`src/rtl/xorexec_pkg.sv`:
```
// Shared types and helpers for the xorexec packet arbiter.
// Holds the arbiter FSM encoding, the default byte width and the tag-width helper.
package xorexec_pkg;

  typedef enum logic [1:0] {IDLE, HDR, BODY} arb_state_t;

  localparam int DWIDTH_DEF = 8;

  // Index width for n entries; never below one bit so single-entry users still get a port.
  function automatic int tag_w(input int n);
    return (n > 1) ? $clog2(n) : 1;
  endfunction

endpackage

```
`src/rtl/xorexec_tag_fifo.sv`:
```
// Requester-ID tag FIFO: DEPTH entries (power of 2, >= 2), head visible combinationally.
// Zero-latency head; a push while full is accepted only when paired with a pop.
module xorexec_tag_fifo
  import xorexec_pkg::*;
#(
  parameter int DEPTH = 4,
  parameter int W     = 2
) (
  input  logic         clk,
  input  logic         rst,
  input  logic         push,
  input  logic [W-1:0] din,
  input  logic         pop,
  output logic         full,
  output logic         empty,
  output logic [W-1:0] head
);

  localparam int AW = tag_w(DEPTH);

  logic [W-1:0]  mem [DEPTH];
  logic [AW-1:0] wr_ptr;
  logic [AW-1:0] rd_ptr;
  logic [AW:0]   count;
  logic          do_push;
  logic          do_pop;

  assign full    = (count == (AW+1)'(DEPTH));
  assign empty   = (count == '0);
  assign head    = mem[rd_ptr];
  assign do_pop  = pop && !empty;
  assign do_push = push && (!full || do_pop);

  always_ff @(posedge clk) begin
    if (do_push) mem[wr_ptr] <= din;
  end

  always_ff @(posedge clk) begin
    if (rst) begin
      wr_ptr <= '0;
      rd_ptr <= '0;
      count  <= '0;
    end else begin
      if (do_push) wr_ptr <= wr_ptr + 1'b1;
      if (do_pop)  rd_ptr <= rd_ptr + 1'b1;
      case ({do_push, do_pop})
        2'b10:   count <= count + 1'b1;
        2'b01:   count <= count - 1'b1;
        default: count <= count;
      endcase
    end
  end

endmodule

```
`src/rtl/xorexec_arb.sv`:
```
// Packet-level round-robin arbiter sharing one xorexec engine among NREQ byte FIFOs.
// One-cycle grant, then zero-latency pass-through; results steered back by a tag FIFO.
module xorexec_arb
  import xorexec_pkg::*;
#(
  parameter int NREQ     = 4,
  parameter int DWIDTH   = DWIDTH_DEF,
  parameter int TAGDEPTH = 4
) (
  input  logic                     clk,
  input  logic                     rst,
  input  logic [NREQ-1:0]          req_rdy,
  input  logic [NREQ*DWIDTH-1:0]   req_data,
  output logic [NREQ-1:0]          req_pop,
  output logic                     eng_rdy,
  output logic [DWIDTH-1:0]        eng_data,
  input  logic                     eng_pop,
  input  logic                     eng_push,
  input  logic [DWIDTH-1:0]        eng_odata,
  output logic                     eng_not_full,
  input  logic [NREQ-1:0]          res_not_full,
  output logic [NREQ-1:0]          res_push,
  output logic [DWIDTH-1:0]        res_data,
  output logic [$clog2(NREQ)-1:0]  gnt_id,
  output logic                     busy,
  output logic                     err
);

  localparam int TW = tag_w(NREQ);

  arb_state_t        state;
  arb_state_t        state_nxt;
  logic [TW-1:0]     last;
  logic [DWIDTH-1:0] remaining;
  logic [DWIDTH-1:0] gnt_byte;
  logic [TW-1:0]     head;
  logic              tag_full;
  logic              tag_empty;
  logic              grant;
  logic              pop_ok;
  logic              push_ok;
  logic              tag_push;

  // First ready requester strictly after lst, wrapping; lst itself comes last.
  function automatic logic [TW-1:0] rr_pick(input logic [NREQ-1:0] rdy,
                                            input logic [TW-1:0]   lst);
    logic [TW-1:0] pick;
    logic          found;
    int            idx;
    pick  = lst;
    found = 1'b0;
    for (int i = 1; i <= NREQ; i++) begin
      idx = (int'(lst) + i) % NREQ;
      if (!found && rdy[idx]) begin
        pick  = TW'(idx);
        found = 1'b1;
      end
    end
    return pick;
  endfunction

  assign gnt_byte = req_data[int'(gnt_id)*DWIDTH +: DWIDTH];
  assign busy     = (state != IDLE);
  assign res_data = eng_odata;

  always_comb begin
    state_nxt = state;
    grant     = 1'b0;
    eng_rdy   = 1'b0;
    eng_data  = req_data[DWIDTH-1:0];
    pop_ok    = 1'b0;
    tag_push  = 1'b0;
    case (state)
      IDLE: begin
        if ((|req_rdy) && !tag_full) begin
          grant     = 1'b1;
          state_nxt = HDR;
        end
      end
      HDR: begin
        eng_rdy  = req_rdy[gnt_id];
        eng_data = gnt_byte;
        pop_ok   = eng_pop && eng_rdy;
        if (pop_ok) begin
          tag_push  = 1'b1;
          state_nxt = (gnt_byte == '0) ? IDLE : BODY;
        end
      end
      BODY: begin
        eng_rdy  = req_rdy[gnt_id];
        eng_data = gnt_byte;
        pop_ok   = eng_pop && eng_rdy;
        if (pop_ok && remaining == DWIDTH'(1)) state_nxt = IDLE;
      end
      default: state_nxt = IDLE;
    endcase
  end

  // Result side is steered purely by the oldest outstanding tag.
  assign eng_not_full = !tag_empty && res_not_full[head];
  assign push_ok      = eng_push && eng_not_full;

  always_comb begin
    req_pop  = '0;
    res_push = '0;
    if (pop_ok && !rst)  req_pop[gnt_id] = 1'b1;
    if (push_ok && !rst) res_push[head]  = 1'b1;
  end

  always_ff @(posedge clk) begin
    if (rst) begin
      state     <= IDLE;
      gnt_id    <= '0;
      last      <= TW'(NREQ-1);
      remaining <= '0;
      err       <= 1'b0;
    end else begin
      state <= state_nxt;
      if (grant) gnt_id <= rr_pick(req_rdy, last);
      if (tag_push) begin
        remaining <= gnt_byte;
        last      <= gnt_id;
      end else if (state == BODY && pop_ok) begin
        remaining <= remaining - 1'b1;
      end
      err <= err | (eng_pop && !eng_rdy) | (eng_push && !eng_not_full);
    end
  end

  xorexec_tag_fifo #(
    .DEPTH (TAGDEPTH),
    .W     (TW)
  ) u_tag_fifo (
    .clk   (clk),
    .rst   (rst),
    .push  (tag_push),
    .din   (gnt_id),
    .pop   (push_ok),
    .full  (tag_full),
    .empty (tag_empty),
    .head  (head)
  );

endmodule

```
`config.mk`:
```
export PLATFORM = sky130hd
export DESIGN_NAME = xorexec_arb
export DESIGN_NICKNAME = d
export VERILOG_FILES = /design/src/rtl/xorexec_pkg.sv /design/src/rtl/xorexec_tag_fifo.sv /design/src/rtl/xorexec_arb.sv
export SDC_FILE = /design/constraint.sdc
export NUM_CORES = 1
export LEC_CHECK = 0
export ABC_AREA = 1
export BUFFER_PORTS_ARGS = -buffer_cell sky130_fd_sc_hd__buf_2
export CAP_MARGIN = 20
export CORE_MARGIN = 2
export CORE_UTILIZATION = 55
export DETAILED_ROUTE_END_ITERATION = 10
export PLACE_DENSITY = 0.87
export SLEW_MARGIN = 20
export SYNTH_ARGS = -nofsm -noshare
export SYNTH_HDL_FRONTEND = slang
export SYNTH_SLANG_ARGS = --single-unit
export TNS_END_PERCENT = 100
```
`constraint.sdc`:
```
create_clock -name clk -period 4.61 [get_ports clk]
set_input_delay 0.922 -clock clk [delete_from_list [all_inputs] [get_ports clk]]
set_output_delay 0.922 -clock clk [all_outputs]
set_load 0.01 [all_outputs]
```
==> results of run 1 <==
-- power groups by stage --
stage | sequential, mW | combinational, mW | clock, mW
final | 0.406 | 0.801 | 0.237
after global routing | 0.413 | 0.892 | 0.253
after CTS | 0.404 | 0.802 | 0.242
after detailed placement | 0.409 | 0.798 | 0
after global placement | 0.408 | 0.780 | 0
after floorplan | 0.387 | 0.640 | 0
-- worst max path at each step --
stage	slack, ps	from	end
3_5_place_dp	1730	req_rdy[2]	req_pop[0]
6_report	1400	gnt_id[0]	req_pop[0]
4_1_cts	1440	gnt_id[0]	req_pop[0]
3_3_place_gp	1760	req_rdy[3]	req_pop[0]
2_1_floorplan	1950	res_not_full[1]	res_push[0]
5_1_grt	1290	gnt_id[0]	req_pop[0]
-- cell families after synthesis --
logic type / synth area share [%]
compound gates: 15.49
xor+xnor: 2.162
fa+ha+maj: 5.456
buf+inv: 12.81
flops: 29.64
simple gates: 34.43
-- layout by cell type, fill, tap and decap left out, types with 6 or more instances in the layout --
cell,count
clkbuf_8,7
o21ai_0,16
inv_1,43
buf_2,65
nand3_1,26
edfxtp_1,8
a21oi_1,17
nor2_4,6
ha_1,9
nor2_1,23
nor3_1,11
dfxtp_1,24
nand2_1,82
-- layout make-up --
class                   count  area, um^2  share of cell area [%]
flip-flops and latches     32       720.7                   25.70
inverters                  48       186.4                   6.649
repair buffers             66       332.8                   11.87
well taps                  52       65.06                   2.320
clock buffers               8       100.1                   3.570
multi-input cells         244        1399                   49.89
-- metrics by stage --
| stage | util, % | worst slack [ps] | instances |
|---|---|---|---|
| floorplan | - | 1952 | 341 |
| global placement | 62.97 | 1765 | 442 |
| detailed placement | 62.97 | 1735 | 442 |
| CTS | 65.30 | 1440 | 450 |
| global route | 65.30 | 1295 | 450 |
| finish | 65.30 | 1401 | 450 |
-- layer usage --
| layer | wire length (um) | GRT usage [%] |
|---|---|---|
| met1 | 2367 | 25.97 |
| met3 | 266 | 4.473 |
| met4 | 121 | 10.68 |
| met2 | 2911 | 43.82 |
| met5 | 0 | 0 |
-- registers in the layout, summed over array words and instances (netlist names), named ones only --
| name | count |
|---|---|
| u_tag_fifo.mem | 8 |
| last | 2 |
| gnt_id | 2 |
| u_tag_fifo.rd_ptr | 2 |
| u_tag_fifo.count | 3 |
| state | 2 |
| err | 1 |
| u_tag_fifo.wr_ptr | 2 |
| remaining | 8 |
==> results_dict.tcl, run 1 <==
set metrics [dict create \
    numCtsBuffers 5 \
    seqPwrFrac_pct 28.1 \
    rsz0062_at_grt "false" \
    yosysSeqAreaShare_pct 29.64 \
    power_frac_comb_pct 55.5 \
    dieArea_um2 4968 \
    period_minus_slack_ps 3209 \
    h-tree-depth 2 \
    sw_frac_of_total_pct 47.16 \
    crit_top_cell "nor2_4" \
    start_util_pct 56.61 \
    worst_skew_pair.late_latency_ps 290 \
    slowest_delay_ps 740 \
    root_buffer "clkbuf_8" \
    yosys-top-cells-area "dfxtp_1 20%, nand2_1 13%, edfxtp_1 9.9%" \
    cts_tree "built" \
    drv_slew 0 \
    r2r_start "gnt_id[0]" \
    syn-cell-area_um2 2431 \
    clkTransAtPathRegs_ps 70 \
    route.detailed.drc 0 \
    fillCellCount 385 \
    switchingPower_mw 0.6811 \
    fin_setup_tns_ps 0 \
    num_antenna_cells 0 \
    cp-end-kind "output port" \
    cp_max_fo 13 \
    track_usage_pct 23.75 \
    slew_headroom_pct 55.58 \
    cp_slowest_cell "dfxtp_1" \
    min_from "u_tag_fifo.count[0]" \
    cp.depth 9 \
    drive_above_1_share_pct 25.38 \
    critPathKind "register to output port" \
    viasPerCell 5.349 \
    reg2reg_depth 12 \
    dp_hpwl_um 4501 \
    ys_seq_elements 32 \
    finalWirelength_um 5667 \
    whs_ps 452.8 \
    nNetsFinal 459 \
    cp_num_buf_inv 1 \
    setup.reg_to_reg.worst_slack_ps 2150 \
    worstPathCellList "nand2_1 -> nor2_4 -> nor2_4 -> nand2_4 -> nand2_4 -> nor2_4 -> nand2_1 -> nor2_1 -> buf_2" \
    worstMarginPinSlew_ps 665.4 \
    core_area_um2 4294 \
    synth_most_common_cell "nand2_1" \
    ctsResizeCount 0 \
    regToRegEndpoint "u_tag_fifo.count[2]" \
    worstHoldPathCells 1 \
    critical_path.startpoint_type "register" \
    holdPathEnd "u_tag_fifo.count[0]" \
    syn-mean-instance-area_um2 7.129 \
    ant_nets 0 \
    p_per_area_nw_per_um2 515.0 \
    clockBufferDepth 2 \
    wl_per_cell_um 12.59 \
    synth_cell_types 46 \
    first_pass_iters 4 \
    grt_pass1_wl_um 9453 \
    io_buffers 65 \
    cap_violations 0 \
    yosysWarnings 0 \
    finalPower_mw 1.444 \
    grt-ovfl-total 0 \
    arrival_ps 2290 \
    synth_commonest_cells "82 x nand2_1, 43 x inv_1, 26 x nand3_1, 24 x dfxtp_1, 23 x nor2_1" \
    setup_violations 0 \
    synth-edff-count 8 \
    syn_inst 341 \
    area_growth_pct 15.34 \
    grt_pass1_vias 2244 \
    postCtsSetupRepairBufs 0 \
    p_int_mw 0.7631 \
    clock_power_share_pct 16.4 \
    holdBufCountCts 0 \
    path_delay_family "simple AND/OR/NAND/NOR gates" \
    gp_congestion 0.8087 \
    drtIter0Drc 156 \
    num_vias 2407 \
    synth_top_area_share_pct 19.76 \
    required_ps 3690 \
    leakage_nw 1.365 \
    synth_area_leader_cell "dfxtp_1" \
    synth_fp_nets 403 \
    ir_drop_mv 0.2900 \
    fin_area_um2 2804 \
    max_freq_mhz 311.6 \
    antenna_found_initial 0 \
    cts_sinks 32 \
    hold_class "register to register" \
    synth-async-reset-ratio_pct 0 \
    status "complete, no violations" \
    die_w_um 70.49 \
    synthFlopType "dfxtp_1" \
    io_pins 82 \
    dpl_cell_area_um2 2704 \
    die_height_um 70.49 \
    finalClockSkew_ps 7.914 \
    grt_max_degree 22 \
    hold_viol 0 \
    row_count 24 \
    finalCritPeriodShare_pct 69.61 \
]
Note: power is estimated with default switching activity, not from simulation.
==> run 2, diff against run 1 <==
CORE_UTILIZATION = 51   (was 55)
PLACE_DENSITY = 0.82   (was 0.87)
clock period = 3 ns   (was 4.61 ns; I/O delays follow)
==> results_dict.tcl, run 2 (synthesized netlist as in run 1, its figures left out) <==
set metrics [dict create \
    status "complete, no violations" \
    num_antenna_cells 0 \
    track_usage_pct 22.69 \
    p_int_mw 1.136 \
    slew_headroom_pct 70.21 \
    route.detailed.drc 0 \
    dieArea_um2 5335 \
    max_freq_mhz 384.7 \
    hold_class "register to register" \
    postCtsSetupRepairBufs 0 \
    fin_area_um2 2811 \
    gp_congestion 0.9629 \
    viasPerCell 5.299 \
    numCtsBuffers 5 \
    power_frac_comb_pct 57.5 \
    reg2reg_depth 13 \
    crit_top_cell "nand2_1" \
    grt_pass1_wl_um 9480 \
    drtIter0Drc 104 \
    drv_slew 0 \
    cp_max_fo 5 \
    regToRegEndpoint "u_tag_fifo.count[2]" \
    p_per_area_nw_per_um2 780.3 \
    nNetsFinal 462 \
    row_count 25 \
    num_vias 2411 \
    antenna_found_initial 0 \
    cp-end-kind "output port" \
    largestRegisters "remaining: 8 flops, u_tag_fifo.mem: 8 flops, u_tag_fifo.count: 3 flops" \
    cp_num_buf_inv 2 \
    r2r_start "gnt_id[1]" \
    worstPathCellList "inv_2 -> nand2_1 -> nand3_2 -> nand2_2 -> nand2_1 -> nand2_1 -> nand2_1 -> nand2_2 -> nand2_1 -> nor2_2 -> nand2_1 -> nor3_1 -> buf_2" \
    grt_max_degree 13 \
    dp_hpwl_um 4637 \
    clockBufferDepth 2 \
    finalCritPeriodShare_pct 86.64 \
    ctsResizeCount 0 \
    leakage_nw 1.374 \
    setup.reg_to_reg.worst_slack_ps 700 \
    core_area_um2 4661 \
    dpl_cell_area_um2 2729 \
    worstMarginPinSlew_ps 446.9 \
    drive_above_1_share_pct 25.94 \
    root_buffer "clkbuf_8" \
    io_buffers 65 \
    holdPathEnd "u_tag_fifo.count[0]" \
    wl_per_cell_um 12.69 \
    grt-ovfl-total 0 \
    die_w_um 73.04 \
    cts_sinks 32 \
    utilization_pct 60.32 \
    die_height_um 73.04 \
    finalClockSkew_ps 8.145 \
    min_from "u_tag_fifo.count[0]" \
    arrival_ps 2000 \
    cap_violations 0 \
    worstHoldPathCells 1 \
    hold_viol 0 \
    required_ps 2400 \
    start_util_pct 52.16 \
    h-tree-depth 2 \
    clock_power_share_pct 14.5 \
    area_growth_pct 15.65 \
    clkTransAtPathRegs_ps 60 \
    critPathKind "register to output port" \
    mostFrequentLayoutCells "82 x nand2_1, 65 x buf_2, 43 x inv_1, 26 x nand3_1, 24 x dfxtp_1" \
    io_pins 82 \
    slowest_delay_ps 400 \
    cts_tree "built" \
    switchingPower_mw 1.057 \
    grt_pass1_vias 2200 \
    cp_slowest_cell "dfxtp_1" \
    layout_commonest_cell "nand2_1" \
    seqPwrFrac_pct 28.0 \
    period_minus_slack_ps 2599 \
    worst_skew_pair.late_latency_ps 290 \
    finalWirelength_um 5774 \
    path_delay_family "simple AND/OR/NAND/NOR gates" \
    fin_setup_tns_ps 0 \
    ir_drop_mv 0.4607 \
    first_pass_iters 4 \
    ant_nets 0 \
    setup_violations 0 \
    critical_path.startpoint_type "register" \
    rsz0062_at_grt "false" \
    sw_frac_of_total_pct 48.20 \
    holdBufCountCts 0 \
]
[run 2: metrics by stage]
stage	total power [mW]	setup slack (ps)	instances	hold slack [ps]
2_1_floorplan	1.579	940.6	341	422.5
3_3_place_gp	1.842	758.9	447	437.0
3_5_place_dp	1.877	693.3	447	453.3
4_1_cts	2.202	387.8	455	464.4
5_1_grt	2.386	176.9	455	489.7
6_report	2.194	400.8	455	462.7
[run 2: worst max path at each step]
stage                from                   to  cells after the start
6_report         register          res_push[1]                     13
5_1_grt          register          res_push[1]                     13
4_1_cts          register          res_push[3]                     13
3_5_place_dp   req_rdy[3]  u_tag_fifo.count[2]                     14
3_3_place_gp   req_rdy[3]  u_tag_fifo.count[2]                     14
2_1_floorplan    register          res_push[0]                     12
[run 2: power by group through the flow]
stage	Sequential, mW	Clock, mW	Combinational [mW]
floorplan	0.595	0	0.984
finish	0.614	0.317	1.26
CTS	0.613	0.324	1.26
detailed placement	0.621	0	1.26
global placement	0.618	0	1.22
global route	0.625	0.344	1.42
[run 2: layout make-up]
class / count / area (um^2)
Fill cell: 426 / 1849
Multi-Input combinational cell: 244 / 1399
Sequential cell: 32 / 720.7
Timing Repair Buffer: 69 / 355.3
Inverter: 48 / 186.4
Clock buffer: 5 / 68.82
Tap cell: 54 / 67.56
Clock inverter: 3 / 13.76
[run 2: layer usage]
layer | routed length [um] | share of wire, % | GRT usage, % | vias up
met4 | 178 | 3.1 | 9.465 | 0
met3 | 346 | 6.0 | 4.558 | 19
met1 | 2489 | 43 | 25.98 | 1068
met5 | 0 | 0 | 0 | -
met2 | 2760 | 48 | 40.64 | 88
li1 | - | - | - | 1236
[run 2: worst reg2reg max path, delay by kind of cell (launching register included)]
kind	cells	cell delay, ps
DFF	1	510
adders and majority gates	1	400
buffers and inverters	2	290
AOI/OAI and AO/OA	1	200
and+or+nand+nor	9	790
